### src/rtl/digit_serial_add_sub.sv
// Digit-serial adder/subtractor: D bits per clock over N/D cycles, with
// valid/ready handshakes and unsigned carry/borrow plus signed overflow flags.
module digit_serial_add_sub #(
  parameter int N = 16,
  parameter int D = 4
) (
  input  logic         clk,
  input  logic         rst_n,
  input  logic         in_valid,
  output logic         in_ready,
  input  logic [N-1:0] a,
  input  logic [N-1:0] b,
  input  logic         sub,
  output logic         out_valid,
  input  logic         out_ready,
  output logic [N-1:0] d,
  output logic         carry_out,
  output logic         overflow
);

  localparam int DIGITS = (D > 0) ? N / D : 1;
  localparam int CW     = (DIGITS > 1) ? $clog2(DIGITS) : 1;

  generate
    if (N < 2 || D < 1 || D > N || (N % D) != 0) begin : g_bad_params
      $error("digit_serial_add_sub: need N >= 2, 1 <= D <= N and N %% D == 0");
    end
  endgenerate

  typedef enum logic [1:0] {IDLE, RUN, DONE} state_t;

  state_t         state_reg, state_next;
  logic [N-1:0]   a_sh_reg, a_sh_next;
  logic [N-1:0]   b_sh_reg, b_sh_next;
  logic [N-1:0]   res_reg, res_next;
  logic [N-1:0]   d_reg, d_next;
  logic           carry_reg, carry_next;
  logic           co_reg, co_next;
  logic           ov_reg, ov_next;
  logic [CW-1:0]  cnt_reg, cnt_next;

  logic [D:0]     digit_sum;
  logic [D-1:0]   digit_s;
  logic           msb_cin;
  logic [N-1:0]   res_shifted;

  assign digit_sum = {1'b0, a_sh_reg[D-1:0]} + {1'b0, b_sh_reg[D-1:0]} + {{D{1'b0}}, carry_reg};
  assign digit_s   = digit_sum[D-1:0];
  // Carry into the top bit of the digit, recovered from the sum bit; on the
  // last digit this is the carry into bit N-1.
  assign msb_cin   = a_sh_reg[D-1] ^ b_sh_reg[D-1] ^ digit_s[D-1];

  generate
    if (D == N) begin : g_single_digit
      assign res_shifted = digit_s;
    end else begin : g_multi_digit
      assign res_shifted = {digit_s, res_reg[N-1:D]};
    end
  endgenerate

  always_ff @(posedge clk or negedge rst_n) begin
    if (!rst_n) begin
      state_reg <= IDLE;
      a_sh_reg  <= '0;
      b_sh_reg  <= '0;
      res_reg   <= '0;
      d_reg     <= '0;
      carry_reg <= 1'b0;
      co_reg    <= 1'b0;
      ov_reg    <= 1'b0;
      cnt_reg   <= '0;
    end else begin
      state_reg <= state_next;
      a_sh_reg  <= a_sh_next;
      b_sh_reg  <= b_sh_next;
      res_reg   <= res_next;
      d_reg     <= d_next;
      carry_reg <= carry_next;
      co_reg    <= co_next;
      ov_reg    <= ov_next;
      cnt_reg   <= cnt_next;
    end
  end

  always_comb begin
    state_next = state_reg;
    a_sh_next  = a_sh_reg;
    b_sh_next  = b_sh_reg;
    res_next   = res_reg;
    d_next     = d_reg;
    carry_next = carry_reg;
    co_next    = co_reg;
    ov_next    = ov_reg;
    cnt_next   = cnt_reg;
    case (state_reg)
      IDLE: begin
        if (in_valid) begin
          // Subtraction is a + ~b + 1, with the +1 entering as the initial carry.
          a_sh_next  = a;
          b_sh_next  = sub ? ~b : b;
          carry_next = sub;
          cnt_next   = '0;
          state_next = RUN;
        end
      end
      RUN: begin
        a_sh_next  = a_sh_reg >> D;
        b_sh_next  = b_sh_reg >> D;
        res_next   = res_shifted;
        carry_next = digit_sum[D];
        cnt_next   = cnt_reg + 1'b1;
        if (cnt_reg == CW'(DIGITS - 1)) begin
          d_next     = res_shifted;
          co_next    = digit_sum[D];
          ov_next    = msb_cin ^ digit_sum[D];
          state_next = DONE;
        end
      end
      DONE: begin
        if (out_ready) state_next = IDLE;
      end
      default: state_next = IDLE;
    endcase
  end

  assign in_ready  = (state_reg == IDLE);
  assign out_valid = (state_reg == DONE);
  assign d         = d_reg;
  assign carry_out = co_reg;
  assign overflow  = ov_reg;

endmodule

### config.mk
export PLATFORM = sky130hd
export DESIGN_NAME = digit_serial_add_sub
export DESIGN_NICKNAME = d
export VERILOG_FILES = /design/src/rtl/digit_serial_add_sub.sv
export SDC_FILE = /design/constraint.sdc
export NUM_CORES = 1
export LEC_CHECK = 0
export BUFFER_PORTS_ARGS = -buffer_cell sky130_fd_sc_hd__buf_4
export CAP_MARGIN = 20
export CORE_MARGIN = 1.5
export CORE_UTILIZATION = 59
export DETAILED_ROUTE_END_ITERATION = 10
export PLACE_DENSITY_LB_ADDON = 0.15
export SLEW_MARGIN = 10
export SYNTH_ARGS = -nofsm -noshare
export SYNTH_HDL_FRONTEND = slang
export SYNTH_SLANG_ARGS = --single-unit
export TNS_END_PERCENT = 100
### constraint.sdc
create_clock -name clk -period 5.33 [get_ports clk]
set_clock_uncertainty 0.1 [all_clocks]
set_input_delay 0.7995 -clock clk [delete_from_list [all_inputs] [get_ports clk]]
set_output_delay 0.7995 -clock clk [all_outputs]
set_load 0.05 [all_outputs]
==> out/qor.yml <==
insertedDiodeCount: 0
mappedNetlistArea_mm2: 0.00311
finalCritPeriodShare_pct: 51.8
post-place-ws_ns: 2.64
worst-slew-pin-transition_ns: 0.968
yosys_register_bits: 67
critPathKind: "reg -> out"
async_flop_share_pct: 100
cts-resized-gates: 0
fin_nets: 394
first_pass_iters: 4
outcome: "complete, no violations"
floorplan.die_area_mm2: 0.00572
fillCellCount: 366
ioPinCount: 57
multiInputGateArea_mm2: 0.00130
fp.dieW_um: 75.6
netlist_top_cells_area: "dfrtp_1 (54%), o22ai_1 (7.0%), nand2_1 (5.8%)"
final_core_utilization_pct: 73.6
avgSynthCellArea_um2: 10.2
grt_pass1_wl_mm: 10.4
timing.critical_path.arrival_ns: 1.86
cts_sinks: 67
worst_slack_ns: 2.57
post-dp-hpwl_mm: 4.24
power.internal_mw: 1.53
pwr-share-seq_pct: 35.9
globalplace.congestion: 0.799
cts.reportedPaths.clkPinSlew_ns: 0.07
post-synth-top-area-fraction_pct: 53.9
holdCritPathClass: "reg -> reg"
dominantRegCellSynth: "dfrtp_1"
p_sw_share_pct: 41.7
netSwitchingPower_mw: 1.10
grt_max_degree: 68
totalNegativeSetupSlack_ns: 0
cap_viol_max_count: 0
grt_remaining_overflow: 0
critical_path.cell_chain: "inv_1 > nor2_1 > buf_4"
die-height_um: 75.6
yosys.cell_count.top_type: "dfrtp_1"
timing_max_transition_violations_final: 0
seq_area_frac_synth_pct: 53.9
ctsRootBufferMaster: "clkbuf_8"
relSlewSlack_pct: 35.3
critical_path_buf_inv_count: 2
buffer_ports.inserted: 56
htreeDepth: 3
grt_antenna_before_repair: 0
cp_top_family: "buffers and inverters"
comb_power_share_pct: 44.7
drive_gt1_share_pct: 24.2
crit_path_end_kind: "output port"
setup_viol_count_final: 0
worst-endpoint-required_ns: 4.43
max_freq_ghz: 0.362
drcViolationCount: 0
core_area_mm2: 0.00511
timing.final.hold_violations: 0
pwr-share-clk_pct: 19.4
wire_length_per_cell_after_detailed_routing_um: 14.9
pwr_density_cell_mw_per_mm2: 700
yosys.cell_types.count: 27
tritoncts: "yes"
initial_detailed_routing_violation_count: 93
max-clock-path-buffers: 2
number_of_clock_buffers_inserted_by_tritoncts: 9
cp_max_fo: 29
rsz_0062_raised_after_global_routing: "no"
wl_mm: 6.33
start_util_pct: 60.9
clk-insertion-delay-late_ns: 0.34
p_leak_nw: 1.78
layout.cell_area.non_filler_mm2: 0.00376
crit_path_start_kind: "flip-flop"
holdWs_ns: 0.385
finalCriticalPeriod_ns: 2.76
critPathSlowestCell: "inv_1"
cts-hold-fix-buffers: 0
gr-usage-all-layers_pct: 24.7
synthCells: 305
yosysTopAreaCell: "dfrtp_1"
detailed_place.area_mm2: 0.00352
crit_path_max_incr_delay_ns: 0.70
synth-edff-count: 0
number_of_global_route_vias_before_repair: 2229
post-cts-setup-buffers: 0
vias: 2386
top_cells_by_instance_count_after_synthesis: "dfrtp_1 (67), nand2_1 (48), o22ai_1 (35), a21oi_1 (32), o21ai_0 (21)"
post_route_ant_nets: 0
irDropWorstVdd_mv: 0.429
via_per_inst: 5.60
synth_fp_nets: 348
area_growth_syn_to_layout_pct: 20.8
regArea_mm2: 0.00168
std_cell_rows: 26
yosysWarnings: 0
## per-layer routing
metal / global-route usage [%] / wire, um
met5: 0 / 0
met1: 30.9 / 2690
met4: 12.3 / 158
met2: 41.8 / 3260
met3: 3.97 / 220
## power groups by stage
stage	Combinational [mW]	Clock, mW	Sequential [mW]
final	1.18	0.510	0.946
after global routing	1.30	0.542	0.981
after CTS	1.18	0.515	0.948
after detailed placement	1.18	0	0.958
after global placement	1.14	0	0.941
after floorplan	0.721	0	1.10
## logic make-up (layout without fill, tap and decap cells)
logic type | after synthesis | count (layout) | share of synthesized area [%]
adders and majority gates | 6 | 6 | 2.90
and+or+nand+nor | 74 | 74 | 9.85
xor gates and xnor gates | 19 | 19 | 5.35
AOI/OAI and AO/OA | 97 | 97 | 18.0
DFF | 67 | 67 | 53.9
muxes | 13 | 13 | 5.79
buffers and inverters | 29 | 80 | 4.22
## worst reg2reg max path, cell delays in order (launching register included)
cell,delay [ns]
dfrtp_1,0.50
inv_1,0.70
nand2_1,0.81
o22ai_1,0.37
a21oi_1,0.08
## cell usage in the layout, fill, tap and decap left out, drive strengths merged
cell and instances:
xor2 8, a21oi 32, bufinv 3, nand2b 2, a22o 5, mux2 13
inv 8, and2b 1, buf 56, clkbuf 11, a21o 1, o21ai 21
xnor2 11, fa 2, nor2 16, dfrtp 67, o22ai 35, ha 4
o31ai 1, o2bb2ai 1, nand2 49, o22a 1, clkinv 2, nor2b 6
## through the flow
| step | instances | total power, mW |
|---|---|---|
| floorplan | 305 | 1.82 |
| global placement | 410 | 2.08 |
| detailed placement | 410 | 2.14 |
| CTS | 426 | 2.65 |
| global route | 426 | 2.82 |
| finish | 426 | 2.63 |
## area by class of cell
cell class / count / area share [%]
Timing Repair Buffer: 56 / 11.2
Clock buffer: 11 / 3.76
Clock inverter: 5 / 2.66
Tap cell: 70 / 2.33
Sequential cell: 67 / 44.6
Multi-Input combinational cell: 209 / 34.7
Inverter: 8 / 0.799
## worst paths after layout
| kind | to | slack, ns | cells past startpoint | start |
|---|---|---|---|---|
| hold reg to reg | res_reg[4]$_DFFE_PN0N_ | 0.39 | 2 | res_reg[4]$_DFFE_PN0N_ |
| setup / recovery | out_valid | 2.57 | 3 | state_reg[1]$_DFFE_PN0P_ |
| setup reg to reg | a_sh_reg[5]$_DFFE_PN0P_ | 2.61 | 4 | state_reg[1]$_DFFE_PN0P_ |
| max in group asynchronous | b_sh_reg[11]$_DFFE_PN0P_ | 4.12 | 1 | rst_n |
| min in group asynchronous | d[6]$_DFFE_PN0P_ | 0.44 | 1 | rst_n |
| hold / removal | res_reg[4]$_DFFE_PN0N_ | 0.39 | 2 | res_reg[4]$_DFFE_PN0N_ |
Note: power is estimated with default switching activity, not from simulation.
